File: src/rtl/lts_preamble_gen.sv
// rtl/lts_preamble_gen.sv - 802.11a long training preamble source; LTS_GI2_EN adds the 32-sample GI2 prefix
module lts_preamble_gen #(
    parameter int GP_COUNTER_WIDTH = 8,
    parameter int DATA_WIDTH       = 12
) (
    input  logic                        CLK,
    input  logic                        s_RST,
    input  logic                        enable,
    input  logic                        start,
    input  logic                        out_ready,
    output logic [DATA_WIDTH-1:0]       out_I,
    output logic [DATA_WIDTH-1:0]       out_Q,
    output logic                        output_strobe,
    output logic [GP_COUNTER_WIDTH-1:0] Sample_Index,
    output logic                        busy,
    output logic                        done
);

    typedef enum logic [1:0] {S_IDLE, S_GI, S_SYM1, S_SYM2} state_t;

`ifdef LTS_GI2_EN
    localparam state_t     FIRST_STATE = S_GI;
    localparam logic [5:0] FIRST_ADDR  = 6'd32;
`else
    localparam state_t     FIRST_STATE = S_SYM1;
    localparam logic [5:0] FIRST_ADDR  = 6'd0;
`endif

    // {I, Q} in Q1.10; second half is the conjugate mirror of the first
    function automatic logic [23:0] lts_rom(input logic [5:0] a);
        case (a)
            6'd0:  lts_rom = {12'sd160,  12'sd0};
            6'd1:  lts_rom = {-12'sd5,   -12'sd123};
            6'd2:  lts_rom = {12'sd41,   -12'sd114};
            6'd3:  lts_rom = {12'sd99,   12'sd85};
            6'd4:  lts_rom = {12'sd22,   12'sd29};
            6'd5:  lts_rom = {12'sd61,   -12'sd90};
            6'd6:  lts_rom = {-12'sd118, -12'sd56};
            6'd7:  lts_rom = {-12'sd39,  -12'sd109};
            6'd8:  lts_rom = {12'sd100,  -12'sd27};
            6'd9:  lts_rom = {12'sd54,   12'sd4};
            6'd10: lts_rom = {12'sd1,    -12'sd118};
            6'd11: lts_rom = {-12'sd140, -12'sd48};
            6'd12: lts_rom = {12'sd25,   -12'sd60};
            6'd13: lts_rom = {12'sd60,   -12'sd15};
            6'd14: lts_rom = {-12'sd23,  12'sd165};
            6'd15: lts_rom = {12'sd122,  -12'sd4};
            6'd16: lts_rom = {12'sd63,   12'sd63};
            6'd17: lts_rom = {12'sd38,   -12'sd100};
            6'd18: lts_rom = {-12'sd58,  -12'sd40};
            6'd19: lts_rom = {-12'sd134, -12'sd67};
            6'd20: lts_rom = {12'sd84,   -12'sd94};
            6'd21: lts_rom = {12'sd72,   -12'sd14};
            6'd22: lts_rom = {-12'sd61,  -12'sd83};
            6'd23: lts_rom = {-12'sd57,  12'sd23};
            6'd24: lts_rom = {-12'sd36,  12'sd155};
            6'd25: lts_rom = {-12'sd125, 12'sd17};
            6'd26: lts_rom = {-12'sd130, 12'sd22};
            6'd27: lts_rom = {12'sd77,   12'sd76};
            6'd28: lts_rom = {-12'sd3,   -12'sd55};
            6'd29: lts_rom = {-12'sd94,  -12'sd118};
            6'd30: lts_rom = {12'sd94,   -12'sd109};
            6'd31: lts_rom = {12'sd12,   -12'sd100};
            6'd32: lts_rom = {-12'sd160, 12'sd0};
            6'd33: lts_rom = {12'sd12,   12'sd100};
            6'd34: lts_rom = {12'sd94,   12'sd109};
            6'd35: lts_rom = {-12'sd94,  12'sd118};
            6'd36: lts_rom = {-12'sd3,   12'sd55};
            6'd37: lts_rom = {12'sd77,   -12'sd76};
            6'd38: lts_rom = {-12'sd130, -12'sd22};
            6'd39: lts_rom = {-12'sd125, -12'sd17};
            6'd40: lts_rom = {-12'sd36,  -12'sd155};
            6'd41: lts_rom = {-12'sd57,  -12'sd23};
            6'd42: lts_rom = {-12'sd61,  12'sd83};
            6'd43: lts_rom = {12'sd72,   12'sd14};
            6'd44: lts_rom = {12'sd84,   12'sd94};
            6'd45: lts_rom = {-12'sd134, 12'sd67};
            6'd46: lts_rom = {-12'sd58,  12'sd40};
            6'd47: lts_rom = {12'sd38,   12'sd100};
            6'd48: lts_rom = {12'sd63,   -12'sd63};
            6'd49: lts_rom = {12'sd122,  12'sd4};
            6'd50: lts_rom = {-12'sd23,  -12'sd165};
            6'd51: lts_rom = {12'sd60,   12'sd15};
            6'd52: lts_rom = {12'sd25,   12'sd60};
            6'd53: lts_rom = {-12'sd140, 12'sd48};
            6'd54: lts_rom = {12'sd1,    12'sd118};
            6'd55: lts_rom = {12'sd54,   -12'sd4};
            6'd56: lts_rom = {12'sd100,  12'sd27};
            6'd57: lts_rom = {-12'sd39,  12'sd109};
            6'd58: lts_rom = {-12'sd118, 12'sd56};
            6'd59: lts_rom = {12'sd61,   12'sd90};
            6'd60: lts_rom = {12'sd22,   -12'sd29};
            6'd61: lts_rom = {12'sd99,   -12'sd85};
            6'd62: lts_rom = {12'sd41,   12'sd114};
            default: lts_rom = {-12'sd5, 12'sd123};
        endcase
    endfunction

    state_t                      state_q, state_d;
    logic [5:0]                  addr_q, addr_d;
    logic [GP_COUNTER_WIDTH-1:0] idx_q, idx_d;
    logic [DATA_WIDTH-1:0]       i_q, i_d, q_q, q_d;
    logic                        strobe_q, strobe_d;
    logic                        busy_q, busy_d;
    logic                        done_q, done_d;
    logic                        load;
    logic [23:0]                 rom_w;
    logic signed [11:0]          rom_i, rom_q;

    always_comb begin
        state_d  = state_q;
        addr_d   = addr_q;
        idx_d    = idx_q;
        i_d      = i_q;
        q_d      = q_q;
        strobe_d = strobe_q;
        busy_d   = busy_q;
        done_d   = 1'b0;
        load     = 1'b0;
        if (state_q == S_IDLE) begin
            if (start) begin
                state_d  = FIRST_STATE;
                addr_d   = FIRST_ADDR;
                idx_d    = '0;
                strobe_d = 1'b1;
                busy_d   = 1'b1;
                load     = 1'b1;
            end
        end else if (strobe_q && out_ready) begin
            addr_d = addr_q + 6'd1;
            idx_d  = idx_q + 1'b1;
            load   = 1'b1;
            if (addr_q == 6'd63) begin
                case (state_q)
`ifdef LTS_GI2_EN
                    S_GI:   state_d = S_SYM1;
`endif
                    S_SYM1: state_d = S_SYM2;
                    default: begin
                        state_d  = S_IDLE;
                        addr_d   = '0;
                        idx_d    = '0;
                        strobe_d = 1'b0;
                        busy_d   = 1'b0;
                        done_d   = 1'b1;
                        load     = 1'b0;
                        i_d      = '0;
                        q_d      = '0;
                    end
                endcase
            end
        end
        rom_w = lts_rom(addr_d);
        rom_i = rom_w[23:12];
        rom_q = rom_w[11:0];
        if (load) begin
            i_d = DATA_WIDTH'(rom_i);
            q_d = DATA_WIDTH'(rom_q);
        end
    end

    always_ff @(posedge CLK) begin
        if (s_RST || !enable) begin
            state_q  <= S_IDLE;
            addr_q   <= '0;
            idx_q    <= '0;
            i_q      <= '0;
            q_q      <= '0;
            strobe_q <= 1'b0;
            busy_q   <= 1'b0;
            done_q   <= 1'b0;
        end else begin
            state_q  <= state_d;
            addr_q   <= addr_d;
            idx_q    <= idx_d;
            i_q      <= i_d;
            q_q      <= q_d;
            strobe_q <= strobe_d;
            busy_q   <= busy_d;
            done_q   <= done_d;
        end
    end

    assign out_I         = i_q;
    assign out_Q         = q_q;
    assign output_strobe = strobe_q;
    assign Sample_Index  = idx_q;
    assign busy          = busy_q;
    assign done          = done_q;

endmodule

File: config.mk
export PLATFORM = sky130hd
export DESIGN_NAME = lts_preamble_gen
export DESIGN_NICKNAME = d
export VERILOG_FILES = /design/src/rtl/lts_preamble_gen.sv
export SDC_FILE = /design/constraint.sdc
export NUM_CORES = 1
export LEC_CHECK = 0
export ABC_AREA = 1
export CAP_MARGIN = 20
export CORE_UTILIZATION = 45
export CTS_CLUSTER_DIAMETER = 60
export DETAILED_ROUTE_END_ITERATION = 8
export GPL_ROUTABILITY_DRIVEN = 0
export MAX_ROUTING_LAYER = met4
export PLACE_DENSITY = 0.66
export SYNTH_ARGS = -nofsm -noshare
export SYNTH_HDL_FRONTEND = slang
export SYNTH_SLANG_ARGS = --single-unit
File: constraint.sdc
create_clock -name CLK -period 4.3 [get_ports CLK]
set_input_delay 0.645 -clock CLK [delete_from_list [all_inputs] [get_ports CLK]]
set_output_delay 0.645 -clock CLK [all_outputs]
set_load 0.005 [all_outputs]
# Yosys cells after proc, flatten, opt, wreduce, memory -nomap -nowiden
# Memories as Yosys holds them, arrays and structs flattened.
# Cells that the tools add are included.
[classes]
mux = 32
addsub = 2
eq_ne = 6
bitwise = 2
n_reduce_logical = 13
[ops]
columns = ["op", "n"]
rows = [
  ["12-bit two-way mux", 6],
  ["8-bit two-way mux", 5],
  ["6-bit two-way mux", 5],
  ["1-bit two-way mux", 11],
  ["2-bit two-way mux", 5],
  ["8-bit by 1-bit adder with 8-bit output (second input constant)", 1],
  ["2-bit != test (second input constant)", 4],
  ["4-bit AND reduction", 2],
  ["2-bit nonzero test", 4],
  ["6-bit by 1-bit adder with 6-bit output (second input constant)", 1],
  ["6-bit equality test (second input constant)", 1],
  ["4-bit OR reduction", 1],
  ["3-bit AND reduction", 1],
  ["2-bit equality test (second input constant)", 1],
  ["2-bit logical NOT", 1],
  ["1-bit inverter", 2],
  ["2-bit AND reduction", 1],
  ["1-bit logical AND", 1],
  ["1-bit logical NOT", 1],
  ["1-bit logical OR", 1],
]
[word_totals]
in_bits = 5
register_bits = 42
out_inout_bits = 35
memories = 1
romBits = 1536
[mem_list]
columns = ["memory", "words", "word_bits", "read_ports", "rd_ports_with_merged_regs", "write_ports", "line_no", "text"]
rows = [
  ["(name not given)", 64, 24, 1, 0, 0, "31", "case (a)"],
]

# Logic depth before layout (Yosys ltp)
# Gate-level depths: netlist of the first run.
[logic_depth]
depth_word = 7
depth_mapped = 17
ltp_nobuf = 17

# Worst setup path after synthesis of the first run
# No wires, ideal clock.
[synth_timing]
kind = "input to register"
startpoint = "input out_ready"
endpoint = "register q_q[7], in the netlist out_Q[7]"
setup_ns = 0.070
path_slack_ns = 1.825
required_time_ns = 4.230
arrival_ns = 2.405
cell_stages = 15
n_path_buf = 0
path_cell_list = "nand2_2 o21ai_0 nand2_1 nand2_2 inv_1 ha_1 inv_1 nand3_2 nand3_1 nand2_1 nand2_1 nand2_1 nand2_1 nand3_1 a21oi_1"
[synth_between]
elab_chain_cells = 5
[synth_lines]
columns = ["element", "line_no", "text"]
rows = [
  ["from (decl)", "10", "input logic out_ready,"],
  ["1-bit logical AND", "129", "end else if (strobe_q && out_ready) begin"],
  ["6-bit two-way mux", "129", ""],
  ["6-bit two-way mux", "120", "if (state_q == S_IDLE) begin"],
  ["named net addr_d[1]", "100", "logic [5:0] addr_q, addr_d;"],
  ["memory 64 x 24 bit", "n/a", ""],
  ["12-bit two-way mux", "156", "if (load) begin"],
  ["to (signal assigned)", "177", "q_q <= q_d;"],
  ["to (decl)", "102", "logic [DATA_WIDTH-1:0] i_q, i_d, q_q, q_d;"],
]
# The timed path passes the listed nets, and every way through them passes these cells.
# A chain may end at the register's enable or synchronous reset.

# Worst setup path in the final report of the first run
[layout_timing]
startpoint = "input out_ready"
endpoint = "register i_q[5], in the netlist out_I[5]"
[layout_between]
elab_chain_cells = 5
[layout_lines]
columns = ["element", "line_no", "text"]
rows = [
  ["1-bit logical AND *", "129", ""],
  ["6-bit two-way mux or 1-bit two-way mux (tied branches)", "129", ""],
  ["6-bit two-way mux or 1-bit two-way mux (tied branches)", "120", ""],
  ["memory 64 x 24 bit (tied with other cells)", "n/a", ""],
  ["12-bit two-way mux or 4-bit AND reduction (tied branches)", "n/a", ""],
  ["to (signal assigned)", "176", "i_q <= i_d;"],
  ["to (decl)", "102", ""],
]
# Every way passes the cells marked *; elsewhere a longest branch is shown, timed or not.

==> run summary, run 1 <==
status: complete, no violations
CP Capture Type: flip-flop
Synth Area per Inst: 6.05 um2
Comb power frac: 15.2%
layout cells sized above 1: 10.4%
Buffers on Ports: 39
Worst setup SP type: input port
Cell Area, Synth: 3460 um2
required time worst endpoint: 4.44 ns
clock skew: 0.00955 ns
Final Cycle Share: 73.6%
Avg Vias per Cell: 5.94
Post-CTS Hold Fix Bufs: 0
GR peak layer: met2
# IOs: 40
root buffer cell: clkbuf_8
All-Layer GR Usage: 30.0%
Syn Inst Count: 571
clk buf depth: 2
share of Yosys cell area claimed by the top area cell type: 23.2%
Synth cell types: 31
clock share of power: 39.8%
Static Leak: 0.00168 uW
Final setup viols: 0
Net count, final: 606
RSZ-0062 raised after global routing: no
Inst Count DP: 676
via count: 4063
met3 usage: 6.22%
Post-synth EDFFs: 0
prevailing post-synth register cell: dfxtp_1
row count: 31
HPWL Detailed: 7960 um
final hold slack: 0.467 ns
GR Overflow Total: 0
max-cap violations: 0
setup TNS: 0 ns
worst vdd ir: 0.173 mV
Final min period: 3.17 ns
# fillers: 761
sequential power share: 45.0%
GR Layer Usage met1: 36.6%
clk sinks: 36
Syn. warnings: 0
Die Ht: 89.6 um
Yosys reg bits: 36
DRC: 0
Synth area leaders: nand3_1 23%, dfxtp_1 21%, nand2_1 18%
Final WS setup: 1.13 ns
PostCTS Resize Cnt: 0
routed wire length: 11500 um
crit path kind: in2reg
sw power: 208 uW
# diodes: 0
part of the Yosys area used for sequential elements: 20.9%
crit path DAT: 3.30 ns
WL per Instance: 16.8 um
pre-CTS setup slack: 0.860 ns
Power per Cell Area: 193 nW/um2
TritonCTS buffer count: 5
post-synth top area cell: nand3_1
switch share: 27.7%
pin count of the biggest net entering global routing: 62
routing usage on met2: 45.6%
core area: 7330 um2
first-pass GRT wire length: 17700 um
initial core utilization: 47.1%
initial antenna violation count: 0
post-CTS setup buffer count: 0
measured slew at the worst slew-check pin: 0.979 ns
final core area utilization: 53.2%
worst rel slew slack: 34.6%
clk slew on worst S/H paths: 0.08 ns
CTS H-tree lvls: 2
R2R depth: 16
antenna-violating nets left: 0
total die area: 8030 um2
cell count of the worst hold path: 2
Worst Hold Class: reg2reg
clk_lat worst skew: 0.29 ns
fmax: 316 MHz
DR pass1 iterations: 5
TritonCTS clock tree: done
Post-synth ARST share: 0%
Layout Cells excl Fill: 684
number of global-route vias before repair: 3619
maximum fanout along the worst path: 11
area delta synth->final: 12.9%
Die Wd: 89.6 um
max-slew violations: 0
Fin. Hold Viols: 0
Mapped Nets: 593
internal power: 545 uW
DR iter-0 viols: 514
==> final timing paths <==
path                                              end  slack (ns)             startpoint
worst max-delay path            out_I[5]$_SDFFE_PP0P_        1.13              out_ready
worst min-delay path            out_I[6]$_SDFFE_PP0P_        0.47  out_I[6]$_SDFFE_PP0P_
worst max register to register  out_I[5]$_SDFFE_PP0P_        1.31   addr_q[0]$_SDFF_PP0_
worst min register to register  out_I[6]$_SDFFE_PP0P_        0.47  out_I[6]$_SDFFE_PP0P_
==> critical path, cell delays in order <==
cell	delay (ns)
clkdlybuf4s50_1	0.47
nand2_2	0.13
nor2_8	0.20
nor2_4	0.07
inv_2	0.10
nand2_1	0.07
nand2_2	0.23
ha_1	0.34
nand3_2	0.22
inv_1	0.10
nor2_2	0.21
nand2_1	0.08
nand3_1	0.07
nand3_1	0.08
nand3_1	0.17
a21oi_1	0.10
==> layer usage <==
layer	vias to the layer above	wire length, um
met2	257	5030
met4	0	750
met3	73	1080
met1	1810	4620
li1	1923	-
met5	-	0
==> state kept, by name, indices dropped and copies added, names as in the netlist <==
name / flops
Sample_Index: 8
addr_q: 6
busy: 1
done: 1
out_I: 9
out_Q: 9
state_q: 2
==> cell usage after synthesis, types with 2 or more instances <==
cell type,n
o211ai_1,4
nor2_8,2
nor2_4,3
nor3_1,2
nand3_1,160
ha_1,17
buf_2,11
inv_1,23
buf_4,10
nor2_2,6
o21ai_1,5
nand2_2,18
o21ai_0,6
clkbuf_1,10
nand2_1,169
buf_6,5
nand2_4,2
inv_2,11
and3_1,2
nor3b_1,3
nor2_1,18
dfxtp_1,36
nand3_2,5
nand4_1,4
a21oi_1,33
==> logic make-up (layout without fill, tap and decap cells) <==
| group | after synthesis | count (layout) | synth area share [%] |
|---|---|---|---|
| simple gates | 395 | 395 | 54.3 |
| xor+xnor | 1 | 1 | 0.253 |
| flops | 36 | 36 | 20.9 |
| buf+inv | 71 | 85 | 10.3 |
| fa+ha+maj | 17 | 17 | 6.15 |
| compound gates | 51 | 51 | 8.18 |
==> cells in the final DEF, fill, tap and decap left out, types with 3 or more instances in the layout <==
| cell | count |
|---|---|
| nand2_1 | 169 |
| nand3_1 | 160 |
| clkdlybuf4s50_1 | 39 |
| dfxtp_1 | 36 |
| a21oi_1 | 33 |
| inv_1 | 23 |
| nand2_2 | 18 |
| nor2_1 | 18 |
| ha_1 | 17 |
| inv_2 | 11 |
| nor2_2 | 6 |
| o21ai_0 | 6 |
| nand3_2 | 5 |
| o21ai_1 | 5 |
| clkbuf_8 | 5 |
| nand4_1 | 4 |
| o211ai_1 | 4 |
| nor2_4 | 3 |
| nor3b_1 | 3 |
| buf_4 | 3 |
==> through the flow <==
| stage | total power (uW) | instance area (um2) |
|---|---|---|
| floorplan | 422 | 3460 |
| global placement | 459 | 3790 |
| detailed placement | 458 | 3790 |
| CTS | 753 | 3900 |
| global route | 786 | 3900 |
| finish | 754 | 3900 |
==> power by group through the flow <==
| stage | registers [uW] | logic (uW) | clock network, uW |
|---|---|---|---|
| 2_1_floorplan | 347 | 75.5 | 0 |
| 3_3_place_gp | 347 | 112 | 0 |
| 3_5_place_dp | 347 | 111 | 0 |
| 4_1_cts | 339 | 112 | 301 |
| 5_1_grt | 340 | 125 | 321 |
| 6_report | 339 | 114 | 300 |
==> cell type report <==
type / instances / area [um2] / area share [%]
multi-input combinational: 464 / 2390 / 61.2
tap: 99 / 124 / 3.18
sequential: 36 / 721 / 18.5
inverter: 34 / 128 / 3.27
clock inverter: 2 / 35.0 / 0.898
timing repair buffer: 43 / 433 / 11.1
clock buffer: 6 / 72.6 / 1.86
(Power assumes the default switching activity.)
==> inputs of run 2 (changes only) <==
Clock period 4.3 ns to 3 ns, I/O delays scaled along.
==> run 2 against run 1 <==
- via count is 1.6% higher
- utilization grew 1.8 points
- critical path type is now reg2reg
- largest power group unchanged
- die area unchanged
- clock power is 20% higher
- wire length grew 2.8%
- sequential share of layout area decreased by 0.62 points
- cell count rose by 2.8%
- critical path depth increased by 2
- worst setup slack got worse by 0.78 ns
- first-iteration DRC count up 41%
- combinational power grew 48%
- non-clock buffer count increased by 19
==> run summary, run 2 (same netlist as run 1, synthesis figures left out) <==
Finished Cell Area: 4040 um2 (was 3900 um2)
Static Leak: 0.00177 uW (was 0.00168 uW)
GR Layer Usage met1: 38.9% (was 36.6%)
antenna-violating nets left: 0 (unchanged)
Layout Cells excl Fill: 703 (was 684)
post-CTS setup buffer count: 0 (unchanged)
DR iter-0 viols: 723 (was 514)
Final setup viols: 0 (unchanged)
cell count of the worst hold path: 2 (unchanged)
core area: 7330 um2 (unchanged)
Buffers on Ports: 39 (unchanged)
area delta synth->final: 16.8% (was 12.9%)
CTS H-tree lvls: 2 (unchanged)
maximum fanout along the worst path: 10 (was 11)
# IOs: 40 (unchanged)
most frequent cells in the layout: 169 x nand2_1, 160 x nand3_1, 39 x clkdlybuf4s50_1 (unchanged)
clk sinks: 36 (unchanged)
layout cells sized above 1: 13.4% (was 10.4%)
CP Capture Type: flip-flop (unchanged)
clock skew: 0.00652 ns (was 0.00955 ns)
met3 usage: 8.14% (was 6.22%)
GR Overflow Total: 0 (unchanged)
max-cap violations: 0 (unchanged)
Worst Hold Class: reg2reg (unchanged)
required time worst endpoint: 3.15 ns (was 4.44 ns)
number of global-route vias before repair: 3716 (was 3619)
final hold slack: 0.466 ns (was 0.467 ns)
Power per Cell Area: 251 nW/um2 (was 193 nW/um2)
PostCTS Resize Cnt: 0 (unchanged)
worst vdd ir: 0.191 mV (was 0.173 mV)
Inst Count DP: 695 (was 676)
max-slew violations: 0 (unchanged)
initial core utilization: 47.1% (unchanged)
DRC: 0 (unchanged)
clk_lat worst skew: 0.30 ns (was 0.29 ns)
R2R depth: 18 (was 16)
Placed Area: 3950 um2 (was 3790 um2)
Net count, final: 625 (was 606)
clk buf depth: 2 (unchanged)
clk slew on worst S/H paths: 0.08 ns (about the same)
Fin. Hold Viols: 0 (unchanged)
pin count of the biggest net entering global routing: 47 (was 62)
measured slew at the worst slew-check pin: 0.934 ns (was 0.979 ns)
# diodes: 0 (unchanged)
RR Endpoint: out_Q[6]$_SDFFE_PP0P_ (was out_I[5]$_SDFFE_PP0P_)
via count: 4129 (was 4063)
routing usage on met2: 49.3% (was 45.6%)
total die area: 8030 um2 (unchanged)
TritonCTS buffer count: 5 (unchanged)
worst rel slew slack: 37.6% (was 34.6%)
root buffer cell: clkbuf_8 (unchanged)
Final min period: 2.65 ns
Hold Path End: out_I[6]$_SDFFE_PP0P_ (unchanged)
first-pass GRT wire length: 18900 um (was 17700 um)
HPWL Detailed: 8300 um (was 7960 um)
fmax: 378 MHz
crit path kind: reg2reg (was in2reg)
All-Layer GR Usage: 32.4% (was 30.0%)
setup TNS: 0 ns (unchanged)
GR peak layer: met2 (unchanged)
most common cell after layout, fill and taps aside: nand2_1 (unchanged)
Die Ht: 89.6 um (unchanged)
Worst setup SP type: flip-flop (was input port)
Final Cycle Share: 88.2%
Die Wd: 89.6 um (unchanged)
hold path startpoint: out_I[6]$_SDFFE_PP0P_ (unchanged)
final core area utilization: 55.0% (was 53.2%)
RSZ-0062 raised after global routing: no (unchanged)
R2R Setup Slk: 0.35 ns (was 1.31 ns)
row count: 31 (unchanged)
initial antenna violation count: 0 (unchanged)
Post-CTS Hold Fix Bufs: 0 (unchanged)
TritonCTS clock tree: done (unchanged)
status: complete, no violations (unchanged)
Avg Vias per Cell: 5.87 (was 5.94)
crit path DAT: 2.80 ns (was 3.30 ns)
routed wire length: 11800 um (was 11500 um)
WL per Instance: 16.8 um (about the same)
Crit Reg-Reg Startpoint: addr_q[0]$_SDFF_PP0_ (unchanged)
DR pass1 iterations: 6 (was 5)
-- run 2: changes by cell type in the layout (fill, tap and decap cells not counted), sizes merged --
cell and delta:
clkinv +2, buf +19, bufinv -1, clkbuf -1
-- run 2: per-layer routing --
metal  wire (um)  vias up
met1        4530     1811
met3        1290       64
met2        5360      285
met5           0        -
li1            -     1969
met4         622        0
-- run 2: cell type report --
| type | instances | area, um2 |
|---|---|---|
| timing repair buffer | 62 | 588 |
| clock inverter | 3 | 18.8 |
| inverter | 34 | 128 |
| multi-input combinational | 464 | 2390 |
| sequential | 36 | 721 |
| clock buffer | 5 | 68.8 |
| fill | 734 | 3300 |
| tap | 99 | 124 |
-- run 2: through the flow --
step	power (uW)	setup slack, ns
final	1010	0.355
after global routing	1060	0.114
after CTS	1020	0.409
after detailed placement	662	0.124
after global placement	661	0.156
after floorplan	605	0.680
-- run 2: worst max-delay path by stage --
stage | from | end | slack [ns] | cells past startpoint
2_1_floorplan | addr_q[0]$_SDFF_PP0_ | out_Q[7]$_SDFFE_PP0P_ | 0.68 | 15
3_3_place_gp | out_ready | out_Q[6]$_SDFFE_PP0P_ | 0.16 | 18
3_5_place_dp | out_ready | out_Q[6]$_SDFFE_PP0P_ | 0.12 | 18
4_1_cts | addr_q[0]$_SDFF_PP0_ | out_Q[6]$_SDFFE_PP0P_ | 0.41 | 18
5_1_grt | addr_q[0]$_SDFF_PP0_ | out_Q[6]$_SDFFE_PP0P_ | 0.11 | 18
6_report | addr_q[0]$_SDFF_PP0_ | out_Q[6]$_SDFFE_PP0P_ | 0.35 | 18
-- run 2: worst max-delay path: stages (launching register included) --
cell	delay (ns)
dfxtp_1	0.42
ha_1	0.19
nand2_1	0.10
nor2_4	0.16
nand3_2	0.14
nand2_2	0.09
nand2_1	0.06
nand2_2	0.07
buf_4	0.19
ha_1	0.19
nand3_1	0.20
nand2_1	0.17
nand2_1	0.06
nand2_1	0.05
nand2_1	0.04
nand2_1	0.14
nand2_1	0.06
nand3_1	0.08
a21oi_1	0.06
-- run 2: power breakdown --
| part | internal, uW | switching, uW | total [uW] |
|---|---|---|---|
| clock network | 162 | 197 | 359 |
| logic | 58.6 | 111 | 169 |
| registers | 482 | 3.73 | 486 |
